==> src/rtl/serial_adder_n_if.sv <==
// Handshake and operand bundle for the bit-serial adder.
// The master drives a request; the slave returns result and status.
interface serial_adder_n_if #(
  parameter int WIDTH = 8
);
  logic             start;
  logic [WIDTH-1:0] a;
  logic [WIDTH-1:0] b;
  logic             cin;
  logic             sub;
  logic             busy;
  logic             done;
  logic [WIDTH-1:0] sum;
  logic             cout;
  logic             ovf;

  modport master (
    output start, a, b, cin, sub,
    input  busy, done, sum, cout, ovf
  );

  modport slave (
    input  start, a, b, cin, sub,
    output busy, done, sum, cout, ovf
  );
endinterface

==> src/rtl/serial_adder_n.sv <==
// Bit-serial adder/subtractor: one full-adder cell and a carry flop,
// operands consumed LSB-first over WIDTH cycles.
module serial_adder_n #(
  parameter int WIDTH = 8
) (
  input logic             clk,
  input logic             rst,
  serial_adder_n_if.slave bus
);
  localparam int CW = (WIDTH > 1) ? $clog2(WIDTH) : 1;

  typedef enum logic [1:0] {
    IDLE,
    RUN,
    DONE
  } state_t;

  state_t           state;
  state_t           state_nxt;
  logic [WIDTH-1:0] a_sr;
  logic [WIDTH-1:0] b_sr;
  logic [WIDTH-1:0] res_sr;
  logic [WIDTH-1:0] res_nxt;
  logic             carry;
  logic             c_nxt;
  logic             s;
  logic [CW-1:0]    cnt;
  logic             last;
  logic             accept;
  logic [WIDTH-1:0] sum_q;
  logic             cout_q;
  logic             ovf_q;

  assign accept = bus.start &&
                  (state == IDLE || state == DONE);
  assign last   = (cnt == CW'(WIDTH - 1));

  assign s     = a_sr[0] ^ b_sr[0] ^ carry;
  assign c_nxt = (a_sr[0] & b_sr[0]) |
                 (a_sr[0] & carry) |
                 (b_sr[0] & carry);

  always_comb begin
    res_nxt            = res_sr >> 1;
    res_nxt[WIDTH-1]   = s;
  end

  always_ff @(posedge clk) begin
    if (rst) state <= IDLE;
    else     state <= state_nxt;
  end

  always_comb begin
    state_nxt = state;
    unique case (state)
      IDLE:    if (accept) state_nxt = RUN;
      RUN:     if (last)   state_nxt = DONE;
      DONE:    state_nxt = accept ? RUN : IDLE;
      default: state_nxt = IDLE;
    endcase
  end

  always_ff @(posedge clk) begin
    if (rst) begin
      a_sr   <= '0;
      b_sr   <= '0;
      res_sr <= '0;
      carry  <= 1'b0;
      cnt    <= '0;
      sum_q  <= '0;
      cout_q <= 1'b0;
      ovf_q  <= 1'b0;
    end else if (accept) begin
      a_sr  <= bus.a;
      b_sr  <= bus.sub ? ~bus.b : bus.b;
      carry <= bus.sub | bus.cin;
      cnt   <= '0;
    end else if (state == RUN) begin
      a_sr   <= a_sr >> 1;
      b_sr   <= b_sr >> 1;
      res_sr <= res_nxt;
      carry  <= c_nxt;
      cnt    <= cnt + 1'b1;
      // carry still holds the carry into the MSB here
      if (last) begin
        sum_q  <= res_nxt;
        cout_q <= c_nxt;
        ovf_q  <= carry ^ c_nxt;
      end
    end
  end

  assign bus.busy = (state == RUN);
  assign bus.done = (state == DONE);
  assign bus.sum  = sum_q;
  assign bus.cout = cout_q;
  assign bus.ovf  = ovf_q;
endmodule
==> src/flat_wrapper.sv <==
// flat-port wrapper written by rule: the top's interface ports become plain ports
module serial_adder_n_flat 
#(
  parameter int WIDTH = 8
)
  (clk, rst, bus_start, bus_a, bus_b, bus_cin, bus_sub, bus_busy, bus_done, bus_sum, bus_cout, bus_ovf);
  serial_adder_n_if #(.WIDTH(WIDTH)) bus_i ();
  input logic clk;
  input logic rst;
  input wire logic [$bits(bus_i.start)-1:0] bus_start;
  input wire logic [$bits(bus_i.a)-1:0] bus_a;
  input wire logic [$bits(bus_i.b)-1:0] bus_b;
  input wire logic [$bits(bus_i.cin)-1:0] bus_cin;
  input wire logic [$bits(bus_i.sub)-1:0] bus_sub;
  output wire logic [$bits(bus_i.busy)-1:0] bus_busy;
  output wire logic [$bits(bus_i.done)-1:0] bus_done;
  output wire logic [$bits(bus_i.sum)-1:0] bus_sum;
  output wire logic [$bits(bus_i.cout)-1:0] bus_cout;
  output wire logic [$bits(bus_i.ovf)-1:0] bus_ovf;
  assign bus_i.start = bus_start;
  assign bus_i.a = bus_a;
  assign bus_i.b = bus_b;
  assign bus_i.cin = bus_cin;
  assign bus_i.sub = bus_sub;
  assign bus_busy = bus_i.busy;
  assign bus_done = bus_i.done;
  assign bus_sum = bus_i.sum;
  assign bus_cout = bus_i.cout;
  assign bus_ovf = bus_i.ovf;
  serial_adder_n #(.WIDTH(WIDTH)) u_core (.clk(clk), .rst(rst), .bus(bus_i));
endmodule
==> config.mk <==
export PLATFORM = sky130hd
export DESIGN_NAME = serial_adder_n_flat
export DESIGN_NICKNAME = d
export VERILOG_FILES = /design/src/rtl/serial_adder_n_if.sv /design/src/rtl/serial_adder_n.sv /design/src/flat_wrapper.sv
export SDC_FILE = /design/constraint.sdc
export NUM_CORES = 1
export LEC_CHECK = 0
export CORE_ASPECT_RATIO = 1.5
export CORE_UTILIZATION = 54
export DETAILED_ROUTE_END_ITERATION = 10
export PLACE_DENSITY = 0.82
export SLEW_MARGIN = 20
export SYNTH_ARGS = -nofsm -noshare
export SYNTH_HDL_FRONTEND = slang
export SYNTH_SLANG_ARGS = --single-unit
==> constraint.sdc <==
create_clock -name clk -period 2.9 [get_ports clk]
set_clock_uncertainty 0.05 [all_clocks]
set_input_delay 0.58 -clock clk [delete_from_list [all_inputs] [get_ports clk]]
set_output_delay 0.58 -clock clk [all_outputs]
set_load 0.01 [all_outputs]
==> results.sh, run 1 <==
export IMPL_synth_common_cells="dfxtp_1, nand2_1, a21oi_1, nor3_1, nand3_1"
export IMPL_clkLatencyLatePin_ns=0.29
export IMPL_routed_top_layer="met4"
export IMPL_via_per_inst=5.54
export IMPL_synth_distinct_cells=29
export IMPL_finalCritPeriodShare_pct=77.0
export IMPL_netlist_instances=185
export IMPL_wl_um=3230
export IMPL_arrival_ns=1.60
export IMPL_fillCellCount=219
export IMPL_ys_warn_count=0
export IMPL_first_iter_violations=66
export IMPL_p_leak_nw=0.706
export IMPL_wl_met3_um=141
export IMPL_fin_setup_tns_ns=0
export IMPL_drv_cap=0
export IMPL_synth_avg_cell_area_um2=8.67
export IMPL_slew_violations=0
export IMPL_cts_tree="built"
export IMPL_yosysTopAreaCell="dfxtp_1"
export IMPL_pre_cts_slack_ns=0.827
export IMPL_htreeDepth=2
export IMPL_cts_setup_buffers=0
export IMPL_synthesis_nets=209
export IMPL_grt_setup_unrepaired="no"
export IMPL_setup_viol=0
export IMPL_synth_edf_count=0
export IMPL_die_width_um=46.5
export IMPL_hp_class="register to register"
export IMPL_antenna_found_initial=0
export IMPL_gr_total_overflow=0
export IMPL_synth_seq_cells=39
export IMPL_yosysMostFrequentCell="dfxtp_1"
export IMPL_cp_required_ns=2.27
export IMPL_period_needed_ns=2.23
export IMPL_critPathKind="register to output pin"
export IMPL_synth_top_area_share_pct=48.7
export IMPL_path_max_fanout=26
export IMPL_numCtsBuffers=5
export IMPL_multi_input_area_um2=727
export IMPL_coreArea_mm2=0.00273
export IMPL_yosysSeqAreaShare_pct=48.7
export IMPL_critPathLaunchType="register"
export IMPL_grt_pass1_wl_um=5200
export IMPL_ant_nets=0
export IMPL_async_reset_ff_share_pct=0
export IMPL_first_pass_iters=4
export IMPL_hold_depth=2
export IMPL_area_growth_pct=24.0
export IMPL_root_buffer="clkbuf_8"
export IMPL_met1_length_um=1240
export IMPL_cts_resized=0
export IMPL_tightest_slew_ns=0.697
export IMPL_wl_met2_um=1830
export IMPL_clockBufferDepth=2
export IMPL_die_area_mm2=0.00320
export IMPL_seqCellArea_um2=781
export IMPL_grt_pass1_vias=1279
export IMPL_setup_ws_ns=0.666
export IMPL_n_antenna_cell=0
export IMPL_synth_area_mm2=0.00160
export IMPL_place_port_buffers=32
export IMPL_ios=33
export IMPL_hold_viol=0
export IMPL_cts_sinks=39
export IMPL_setup_worst_path_end_class="output pin"
export IMPL_fmax_mhz=448
export IMPL_std_cell_rows=23
export IMPL_fin_nets=236
export IMPL_synthFlopType="dfxtp_1"
export IMPL_slew_headroom_pct=53.6
export IMPL_vias=1386
export IMPL_outcome="complete, no violations"
export IMPL_reg2regPathDepth=3
export IMPL_hpwlAfterDp_um=2270
export IMPL_vdd_drop_max_v=0.000489
export IMPL_start_util_pct=58.7
export IMPL_die_h_um=68.8
export IMPL_ys_top_cells_by_area="dfxtp_1, nand2_1, a21oi_1, nor3_1, xor2_1"
export IMPL_drive_above_1_share_pct=6.10
export IMPL_clkTransAtPathRegs_ns=0.07
export IMPL_grt_total_usage_pct=23.2
export IMPL_wire_per_inst_um=12.9
export IMPL_remaining_drc_errors=0
export IMPL_grt_max_degree=40
export IMPL_routabilityCongestion=0.779
export IMPL_cts_hold_buf=0
export IMPL_powerDensity_mw_per_mm2=539
layout by cell type (no fill, tap or decap):
| cell | count |
|---|---|
| dfxtp_1 | 39 |
| nand2_1 | 37 |
| clkdlybuf4s50_1 | 32 |
| a21oi_1 | 24 |
| nor3_1 | 16 |
| nand3_1 | 9 |
| xor2_1 | 8 |
| o22ai_1 | 7 |
| a22oi_1 | 6 |
| clkbuf_8 | 5 |
| nor2_1 | 4 |
| clkinv_2 | 3 |
| buf_4 | 3 |
| nand2b_1 | 2 |
| nor2b_1 | 2 |
| mux2i_1 | 2 |
| xnor2_1 | 2 |
| ha_1 | 2 |
| inv_6 | 1 |
| nand3b_1 | 1 |
| and3b_1 | 1 |
| o21ai_0 | 1 |
| a31oi_1 | 1 |
| a311oi_1 | 1 |
| o21a_1 | 1 |
| a211oi_1 | 1 |
| nor3_2 | 1 |
| fa_1 | 1 |
cell type report:
cell class                      instances  area share, %
Clock buffer                            5           3.46
Inverter                                1          0.440
Sequential cell                        39           39.2
Clock inverter                          3          0.755
Tap cell                               37           2.33
Timing Repair Buffer                   35           17.2
Multi-Input combinational cell        130           36.5
cell families after synthesis:
kind of cell,after synthesis,share of synthesized area [%]
adders and majority gates,3,2.81
xor gates and xnor gates,10,5.46
and+or+nand+nor,73,20.6
muxes,2,1.25
buffers and inverters,16,6.01
AOI/OAI and AO/OA,42,15.2
DFF,39,48.7
worst max-delay path, cell delays in order (launching register included):
cell and delay [ns]:
dfxtp_1 0.39, nand2b_1 0.15, inv_6 0.20, clkdlybuf4s50_1 0.57
stage by stage:
step	utilization (%)	instance area [µm²]	total power (W)	hold WS, ns	instances
after floorplan	-	1600	0.000686	0.382	185
after CTS	72.8	1990	0.00108	0.407	250
final	72.8	1990	0.00107	0.406	250
after global routing	72.8	1990	0.00112	0.428	250
after global placement	69.7	1910	0.000725	0.388	242
after detailed placement	69.7	1910	0.000733	0.397	242
sequential cells by signal (all words and copies together) (netlist names):
register / flops
u_core.a_sr: 8
u_core.b_sr: 8
u_core.bus.sum: 8
u_core.res_sr: 7
u_core.cnt: 3
u_core.state: 2
u_core.bus.cout: 1
u_core.bus.ovf: 1
u_core.carry: 1
where the power goes:
part           internal (W)  switching [W]
logic             0.0000678      0.0000753
registers          0.000561      0.0000163
clock network      0.000164       0.000188
worst paths after layout:
check	from	endpoint	slack, ns
worst max register to register	u_core.state[0]	u_core.a_sr[3]	1.39
worst min-delay path	u_core.bus.sum[6]	u_core.bus.sum[6]	0.41
worst max-delay path	u_core.state[0]	bus_busy	0.67
worst min register to register	u_core.bus.sum[6]	u_core.bus.sum[6]	0.41
metal layers:
layer	track usage, %	up-vias
li1	-	693
met1	23.5	651
met2	40.8	40
met3	7.03	2
met4	12.5	0
met5	0	-
Power figures use the tool's default switching activity.
==> run 2: changes to the inputs <==
--- a/config.mk
+++ b/config.mk
@@ -6,9 +6,9 @@
 export NUM_CORES = 1
 export LEC_CHECK = 0
 export CORE_ASPECT_RATIO = 1.5
-export CORE_UTILIZATION = 54
+export CORE_UTILIZATION = 45
 export DETAILED_ROUTE_END_ITERATION = 10
-export PLACE_DENSITY = 0.82
+export PLACE_DENSITY = 0.72
 export SLEW_MARGIN = 20
 export SYNTH_ARGS = -nofsm -noshare
 export SYNTH_HDL_FRONTEND = slang
==> constraint.sdc (replaced) <==
create_clock -name clk -period 1.9 [get_ports clk]
set_clock_uncertainty 0.05 [all_clocks]
set_input_delay 0.38 -clock clk [delete_from_list [all_inputs] [get_ports clk]]
set_output_delay 0.38 -clock clk [all_outputs]
set_load 0.01 [all_outputs]
==> run 2 against run 1 <==
  * Total power rose by 80%
  * Sequential share of layout area fell by 1.9 points
  * Combinational power rose by 62%
  * Clock power rose by 130%
  * Sequential power rose by 53%
  * Setup slack got worse by 0.61 ns
  * Design area rose by 5.2%
  * Via count fell by 1.9%
  * Largest cell class unchanged
==> results.sh, run 2 (synthesized netlist as in run 1, its figures left out) <==
export IMPL_stdcell_count=257
export IMPL_cts_tree="built"
export IMPL_hold_viol=0
export IMPL_antenna_found_initial=0
export IMPL_die_area_mm2=0.00381
export IMPL_std_cell_rows=26
export IMPL_finalCritPeriodShare_pct=97.2
export IMPL_ant_nets=0
export IMPL_p_leak_nw=0.741
export IMPL_hpwlAfterDp_um=2100
export IMPL_cp_required_ns=1.47
export IMPL_hp_start="u_core.bus.cout"
export IMPL_vias=1359
export IMPL_first_iter_violations=46
export IMPL_htreeDepth=2
export IMPL_critPathLaunchType="register"
export IMPL_max_stage_delay_ns=0.52
export IMPL_final_cell_mix="dfxtp_1, nand2_1, clkdlybuf4s50_1"
export IMPL_outcome="complete, no violations"
export IMPL_final_common_cell="dfxtp_1"
export IMPL_path_max_fanout=4
export IMPL_area_growth_pct=30.4
export IMPL_wl_um=3110
export IMPL_worstReg2RegEnd="u_core.bus.ovf"
export IMPL_place_inst=249
export IMPL_period_needed_ns=1.85
export IMPL_setup_viol=0
export IMPL_hold_depth=2
export IMPL_die_width_um=50.7
export IMPL_rr_startpoint="u_core.cnt[0]"
export IMPL_slew_headroom_pct=69.5
export IMPL_grt_max_degree=40
export IMPL_setup_worst_path_end_class="output pin"
export IMPL_holdWs_ns=0.404
export IMPL_critPathKind="register to output pin"
export IMPL_clkTransAtPathRegs_ns=0.07
export IMPL_reg2regPathDepth=5
export IMPL_drive_above_1_share_pct=7.91
export IMPL_cts_hold_buf=0
export IMPL_min_to="u_core.bus.cout"
export IMPL_clkLatencyLatePin_ns=0.29
export IMPL_clockBufferDepth=2
export IMPL_vdd_drop_max_v=0.000734
export IMPL_cts_setup_buffers=0
export IMPL_fin_setup_tns_ns=0
export IMPL_wire_per_inst_um=12.1
export IMPL_grt_pass1_vias=1253
export IMPL_numCtsBuffers=5
export IMPL_r2r_slack_ns=0.43
export IMPL_arrival_ns=1.42
export IMPL_ios=33
export IMPL_fin_nets=238
export IMPL_crit_family="buffers and inverters"
export IMPL_grt_setup_unrepaired="no"
export IMPL_hp_class="register to register"
export IMPL_powerDensity_mw_per_mm2=923
export IMPL_routabilityCongestion=0.757
export IMPL_slew_violations=0
export IMPL_pre_cts_slack_ns=0.114
export IMPL_gr_total_overflow=0
export IMPL_via_per_inst=5.29
export IMPL_place_port_buffers=32
export IMPL_fmax_mhz=541
export IMPL_coreArea_mm2=0.00342
export IMPL_root_buffer="clkbuf_8"
export IMPL_n_antenna_cell=0
export IMPL_grt_total_usage_pct=18.4
export IMPL_drv_cap=0
export IMPL_tightest_slew_ns=0.456
export IMPL_setup_ws_ns=0.0530
export IMPL_crit_path_cell_trace="nand2b_2, inv_6, clkdlybuf4s50_1"
export IMPL_remaining_drc_errors=0
export IMPL_crit_buf_inv=2
export IMPL_die_h_um=75.1
export IMPL_cts_sinks=39
export IMPL_finalPower_w=0.00193
export IMPL_start_util_pct=47.0
export IMPL_grt_pass1_wl_um=5290
export IMPL_crit_slowest_cell="clkdlybuf4s50_1"
export IMPL_first_pass_iters=4
[run 2: cell count changes in the layout (fill, tap and decap cells not counted)]
| cell | before | now |
|---|---|---|
| clkinvlp_4 | 0 | 1 |
| nand2b_2 | 0 | 1 |
| bufinv_16 | 0 | 2 |
| buf_12 | 0 | 2 |
| clkinv_2 | 3 | 0 |
| dfxtp_1 | 39 | 38 |
| nand2b_1 | 2 | 1 |
| dfxtp_2 | 0 | 1 |
[run 2: layer usage]
layer  up-vias  GRT usage (%)  wire (µm)
li1        695              -          -
met1       617           20.5       1270
met2        43           32.7       1650
met3         4           5.05        158
met4         0           8.02         31
met5         -              0          0
[run 2: worst max-delay path by stage]
stage	start	end	depth (start not counted)	slack, ns
final	u_core.state[1]	bus_busy	3	0.05
after global routing	u_core.state[1]	bus_busy	3	0.01
after CTS	u_core.state[1]	bus_busy	3	0.02
after detailed placement	bus_sub	u_core.b_sr[3]	4	0.11
after global placement	bus_sub	u_core.b_sr[4]	4	0.22
after floorplan	u_core.cnt[0]	u_core.bus.ovf	5	0.59
[run 2: cell type report]
cell class              count  area, µm²
fillers                   319       1320
clock inverters             3       67.6
well taps                  42       52.6
repair buffers             37        383
multi-input cells         130        729
flip-flops and latches     39        782
clock buffers               5       68.8
inverters                   1       8.76
[run 2: tightest hold or removal path, cell delays in order (launching register included)]
cell and delay (ns):
dfxtp_1 0.31, nand2_1 0.05, a21oi_1 0.05
[run 2: what timing repair did]
action	in CTS	in global routing
pin swaps	0	0
gates resized for setup	1	1
setup endpoints to repair	1	1
[run 2: where the power goes]
part	internal, W	switching (W)	leakage [nW]	total (W)
combinational	0.000115	0.000117	0.358	0.000231
sequential	0.000857	0.0000257	0.318	0.000882
clock	0.000524	0.000293	0.0644	0.000817
total	0.00149	0.000435	0.741	0.00193
[run 2: per-stage QoR]
stage | utilization, % | cell area, µm²
final | 61.2 | 2090
after global routing | 61.2 | 2090
after CTS | 61.2 | 2090
after detailed placement | 57.1 | 1950
after global placement | 57.1 | 1950
after floorplan | - | 1600
==> patch 1 (config.mk and constraints of run 2) <==
The 3 states of `state_t` get a one-hot encoding in 3 bits.
--- a/src/rtl/serial_adder_n.sv
+++ b/src/rtl/serial_adder_n.sv
@@ -9,10 +9,10 @@
 );
   localparam int CW = (WIDTH > 1) ? $clog2(WIDTH) : 1;
 
-  typedef enum logic [1:0] {
-    IDLE,
-    RUN,
-    DONE
+  typedef enum logic [2:0] {
+    IDLE = 3'b001,
+    RUN  = 3'b010,
+    DONE = 3'b100
   } state_t;
 
   state_t           state;
Function: no difference found for any inputs over 10 cycles, from zero or initial values and one cycle with rst high; not proved beyond that.
==> patch 1 against run 2 <==
- setup slack better by 87 ps
- total power down 7.3%
- wire length up 14%
- via count up 9.6%
- largest power group unchanged
- synthesized area up 9.0%
- sequential cell count up 1
- highest routed layer unchanged
- cell area up 7.1%
- non-clock buffer count up 7
==> patch 1: results (changes against run 2) <==
metric	value	unit	change
routed_via_density	5.36		+1.4%
final_cells	278		+8.2%
maxSlewHeadroom	70.1	%	+0.64 points
final_nets	258		+8.4%
synth_mux_area_share	1.15	%	-0.10 points
synthTopCellsByArea	dfxtp_1 (46%), nand2_1 (11%), a21oi_1 (7.2%)		
post-place-ws	162	ps	+47.5 ps
clkTransAtPathRegs	80	ps	
dp_hpwl	2310	um	+10%
met3_usage	4.65	%	-0.40 points
use_met1	24.6	%	+4.1 points
syn_nets	223		+6.7%
worstPathMaxFanout	2		-2
syn_inst	199		+7.6%
grt_pass1_wl	6000	um	+13%
fmax	568	MHz	+4.9%
fill_cells	329		+3.1%
synth_compound_area_share	19.7	%	+4.5 points
cp.arrival	1330	ps	-90 ps
slowest_stage	or3b_4		
layout-drive-gt1-share	10.2	%	+2.3 points
dpl.cell_count	270		+8.4%
synthArstFlopShare	0	%	unchanged
grt_max_degree	41		+2.5%
synthXorXnorAreaFrac	6.44	%	+0.98 points
track_usage	19.2	%	+0.73 points
drt_pass1_iterations	6		+2
ys_types	33		+14%
worstReg2RegStart	u_core.state[0]		
ff2ff_setup_slack	320	ps	-110 ps
wirelength	3550	um	+14%
status	complete, no violations		
seq_area_frac_synth	45.8	%	-2.9 points
leakage	0.777	nW	+4.9%
synth.top_cells.by_count	nand2_1 (49), dfxtp_1 (40), a21oi_1 (25), nor3_1 (11), o211ai_1 (10)		
r2r-end	u_core.b_sr[4]		
root_buffer	clkbuf_8		
synth_fa_ha_area_share	2.58	%	-0.23 points
ir_worst_vdd	0.000531	V	-28%
grt_pass1_vias	1357		+8.3%
grt_use_met2	30.4	%	-2.4 points
drtIter0Drc	50		+8.7%
critPathMaxStageDelay	410	ps	-110 ps
gp_congestion	0.694		-8.3%
==> patch 1: cell types whose count changed in the layout (fill, tap and decap cells not counted), moves of 2 or more <==
cell             change
a32oi_1              +6
clkdlybuf4s50_1      -2
dlygate4sd2_1        +2
nand2_1             +12
nand3_1              -7
buf_4                +8
dfxtp_1              +2
o211ai_1            +10
nor3_1               -5
o22ai_1              -7
a22oi_1              -6
a311oi_1             +7
==> patch 1: final cells by class <==
type / count / share of cell area, %
well taps: 43 / 2.40
multi-input cells: 142 / 37.9
repair buffers: 44 / 18.8
clock buffers: 6 / 3.24
inverters: 1 / 0.391
flip-flops and latches: 40 / 35.7
clock inverters: 2 / 1.56
==> patch 1: timing repair <==
item,CTS,global route
resized for setup,3,0
setup buffers,0,0
setup endpoints to repair,2,0
==> patch 1: critical path: cells and delay by family (launching register included) <==
kind	cells	cell delay, ps
AND/OR/NAND/NOR	1	410
flip-flops	1	320
buffers and inverters	2	310
==> patch 1: worst min path at each step <==
stage,end,start
floorplan,u_core.bus.sum[0],u_core.res_sr[1]
global placement,u_core.bus.sum[0],u_core.bus.sum[0]
detailed placement,u_core.bus.sum[2],u_core.bus.sum[2]
CTS,u_core.bus.sum[2],u_core.bus.sum[2]
global route,u_core.bus.sum[7],u_core.bus.sum[7]
finish,u_core.bus.sum[2],u_core.bus.sum[2]
==> patch 1: metrics by stage <==
stage                     power [mW]  hold WS [ps]  area [um2]
final                           1.79           403        2240
after detailed placement        1.13           397        2130
after global routing            1.87           424        2240
after floorplan                 1.04           382        1750
after CTS                       1.81           408        2240
after global placement          1.13           391        2130
==> patch 1: cells by family after synthesis <==
group / count (synthesis)
AO/OA/AOI/OAI: 52
XOR/XNOR: 12
adder cells (fa/ha/maj): 3
buffers and inverters: 17
flip-flops: 40
multiplexers: 2
AND/OR/NAND/NOR: 73
==> patch 1: metal layers <==
layer | up-vias | wire length, um
met5 | - | 0
met4 | 0 | 44
met3 | 4 | 114
met2 | 32 | 1790
met1 | 684 | 1610
li1 | 770 | -
==> patch 1: power by group <==
part / internal (mW) / leakage (nW) / switching, mW / total (mW)
clock: 0.390 / 0.0552 / 0.290 / 0.680
combinational: 0.111 / 0.396 / 0.107 / 0.218
sequential: 0.873 / 0.326 / 0.0194 / 0.892
total: 1.37 / 0.777 / 0.417 / 1.79
==> patch 2 (config.mk and constraints of run 2) <==
Made on the original files. `WIDTH` is set to 8 in 3 places; all go to 16.
--- a/src/rtl/serial_adder_n_if.sv
+++ b/src/rtl/serial_adder_n_if.sv
@@ -1,7 +1,7 @@
 // Handshake and operand bundle for the bit-serial adder.
 // The master drives a request; the slave returns result and status.
 interface serial_adder_n_if #(
-  parameter int WIDTH = 8
+  parameter int WIDTH = 16
 );
   logic             start;
   logic [WIDTH-1:0] a;
--- a/src/rtl/serial_adder_n.sv
+++ b/src/rtl/serial_adder_n.sv
@@ -1,7 +1,7 @@
 // Bit-serial adder/subtractor: one full-adder cell and a carry flop,
 // operands consumed LSB-first over WIDTH cycles.
 module serial_adder_n #(
-  parameter int WIDTH = 8
+  parameter int WIDTH = 16
 ) (
   input logic             clk,
   input logic             rst,
--- a/src/flat_wrapper.sv
+++ b/src/flat_wrapper.sv
@@ -1,7 +1,7 @@
 // flat-port wrapper written by rule: the top's interface ports become plain ports
 module serial_adder_n_flat 
 #(
-  parameter int WIDTH = 8
+  parameter int WIDTH = 16
 )
   (clk, rst, bus_start, bus_a, bus_b, bus_cin, bus_sub, bus_busy, bus_done, bus_sum, bus_cout, bus_ovf);
   serial_adder_n_if #(.WIDTH(WIDTH)) bus_i ();
Interface: changed (resized bus_a, bus_b and bus_sum); port bits go from 33 to 57. No check against the original RTL was run, so the function may have changed too.
==> patch 2 against run 2 <==
- sequential power grew 85%
- cell area increased by 85%
- critical path depth fell by 2
- wire length increased by 96%
- sequential cell count up 33
- register-to-register slack got worse by 160 ps
- setup slack better by 190 ps
- die area increased by 88%
- synthesized area is 92% higher
- clock power up 66%
- total power increased by 76%
- non-clock buffer count is 27 higher
- count of clock-buffer cells in the layout grew 4
- utilization down 2.0 points
==> patch 2: results (changes against run 2) <==
metric	value	unit	change
status	complete, no violations		
gp_congestion	0.768		+1.5%
track_usage	18.1	%	-0.36 points
seq_area_frac_synth	46.8	%	-1.8 points
insertion_delay	350	ps	+60 ps
place_area	3640	um2	+87%
final_nets	450		+89%
dp_hpwl	3790	um	+81%
critPathMaxStageDelay	540	ps	+20 ps
startpoint	u_core.bus.cout		
p_sw	0.870	mW	+100%
r2r-end	u_core.bus.sum[14]		
worst_slew_pin_slew	509	ps	+53.0 ps
via_count	2628		+93%
port_buffers	56		+75%
cp.arrival	1230	ps	-190 ps
fill_cells	614		+92%
layout-drive-gt1-share	7.45	%	-0.46 points
ys_types	31		+6.9%
ctsResizeCount	2		+1
synth.top_cells.by_count	dfxtp_1 (72), nand2_1 (52), a21oi_1 (38), nor3_1 (36), o21ai_0 (24)		
leakage	1.35	nW	+82%
endpoint	bus_cout		
drtIter0Drc	216		+370%
cts_htree_levels	3		+1
ff2ff_setup_slack	270	ps	-160 ps
synthTopCellsByArea	dfxtp_1 (47%), nand2_1 (6.3%), a21oi_1 (6.2%)		
min-delay-start	rst		
grt_max_degree	85		+110%
patch 2: cell families (layout without fill, tap and decap cells):
family / after synthesis / after routing / share of synthesized area [%]
DFF: 72 / 72 / 46.8
buffers and inverters: 55 / 99 / 8.91
xor gates and xnor gates: 19 / 19 / 5.41
and+or+nand+nor: 122 / 122 / 19.0
muxes: 3 / 3 / 0.976
adders and majority gates: 2 / 2 / 1.06
AOI/OAI and AO/OA: 99 / 99 / 17.8
patch 2: per-layer routing:
layer  track usage (%)  part of all wire [%]  up-vias
met5                 0                     0        -
met4              10.4                   2.1        0
met3              3.00                   3.8       10
met2              31.9                    50       68
met1              20.9                    44     1197
li1                  -                     -     1353
patch 2: how the worst min path moves through the flow:
stage	endpoint	slack (ps)	depth (start not counted)
global placement	u_core.res_sr[1]	390	2
detailed placement	u_core.res_sr[1]	400	2
CTS	u_core.res_sr[15]	320	2
floorplan	u_core.res_sr[1]	390	2
finish	u_core.b_sr[1]	330	2
global route	u_core.res_sr[15]	350	2
patch 2: final cells by class:
| cell class | count | area (um2) | share of cell area, % |
|---|---|---|---|
| clock buffers | 9 | 124 | 3.20 |
| inverters | 19 | 73.8 | 1.91 |
| repair buffers | 64 | 667 | 17.2 |
| multi-input cells | 245 | 1370 | 35.3 |
| well taps | 76 | 95.1 | 2.46 |
| flip-flops and latches | 72 | 1440 | 37.3 |
| clock inverters | 7 | 103 | 2.65 |
patch 2: power groups by stage:
stage / registers [mW] / logic (mW) / clock network (mW)
CTS: 1.63 / 0.423 / 1.39
detailed placement: 1.66 / 0.424 / 0
global route: 1.64 / 0.465 / 1.45
global placement: 1.66 / 0.416 / 0
finish: 1.63 / 0.418 / 1.36
floorplan: 1.65 / 0.291 / 0
patch 2: through the flow:
stage	total power, mW	setup WS, ps	std cells	hold WS (ps)	utilization [%]
2_1_floorplan	1.94	423	372	386	-
3_3_place_gp	2.07	226	476	394	55.8
3_5_place_dp	2.08	210	476	396	55.8
4_1_cts	3.44	48.5	492	323	59.2
5_1_grt	3.55	81.6	492	346	59.3
6_report	3.40	239	492	330	59.3
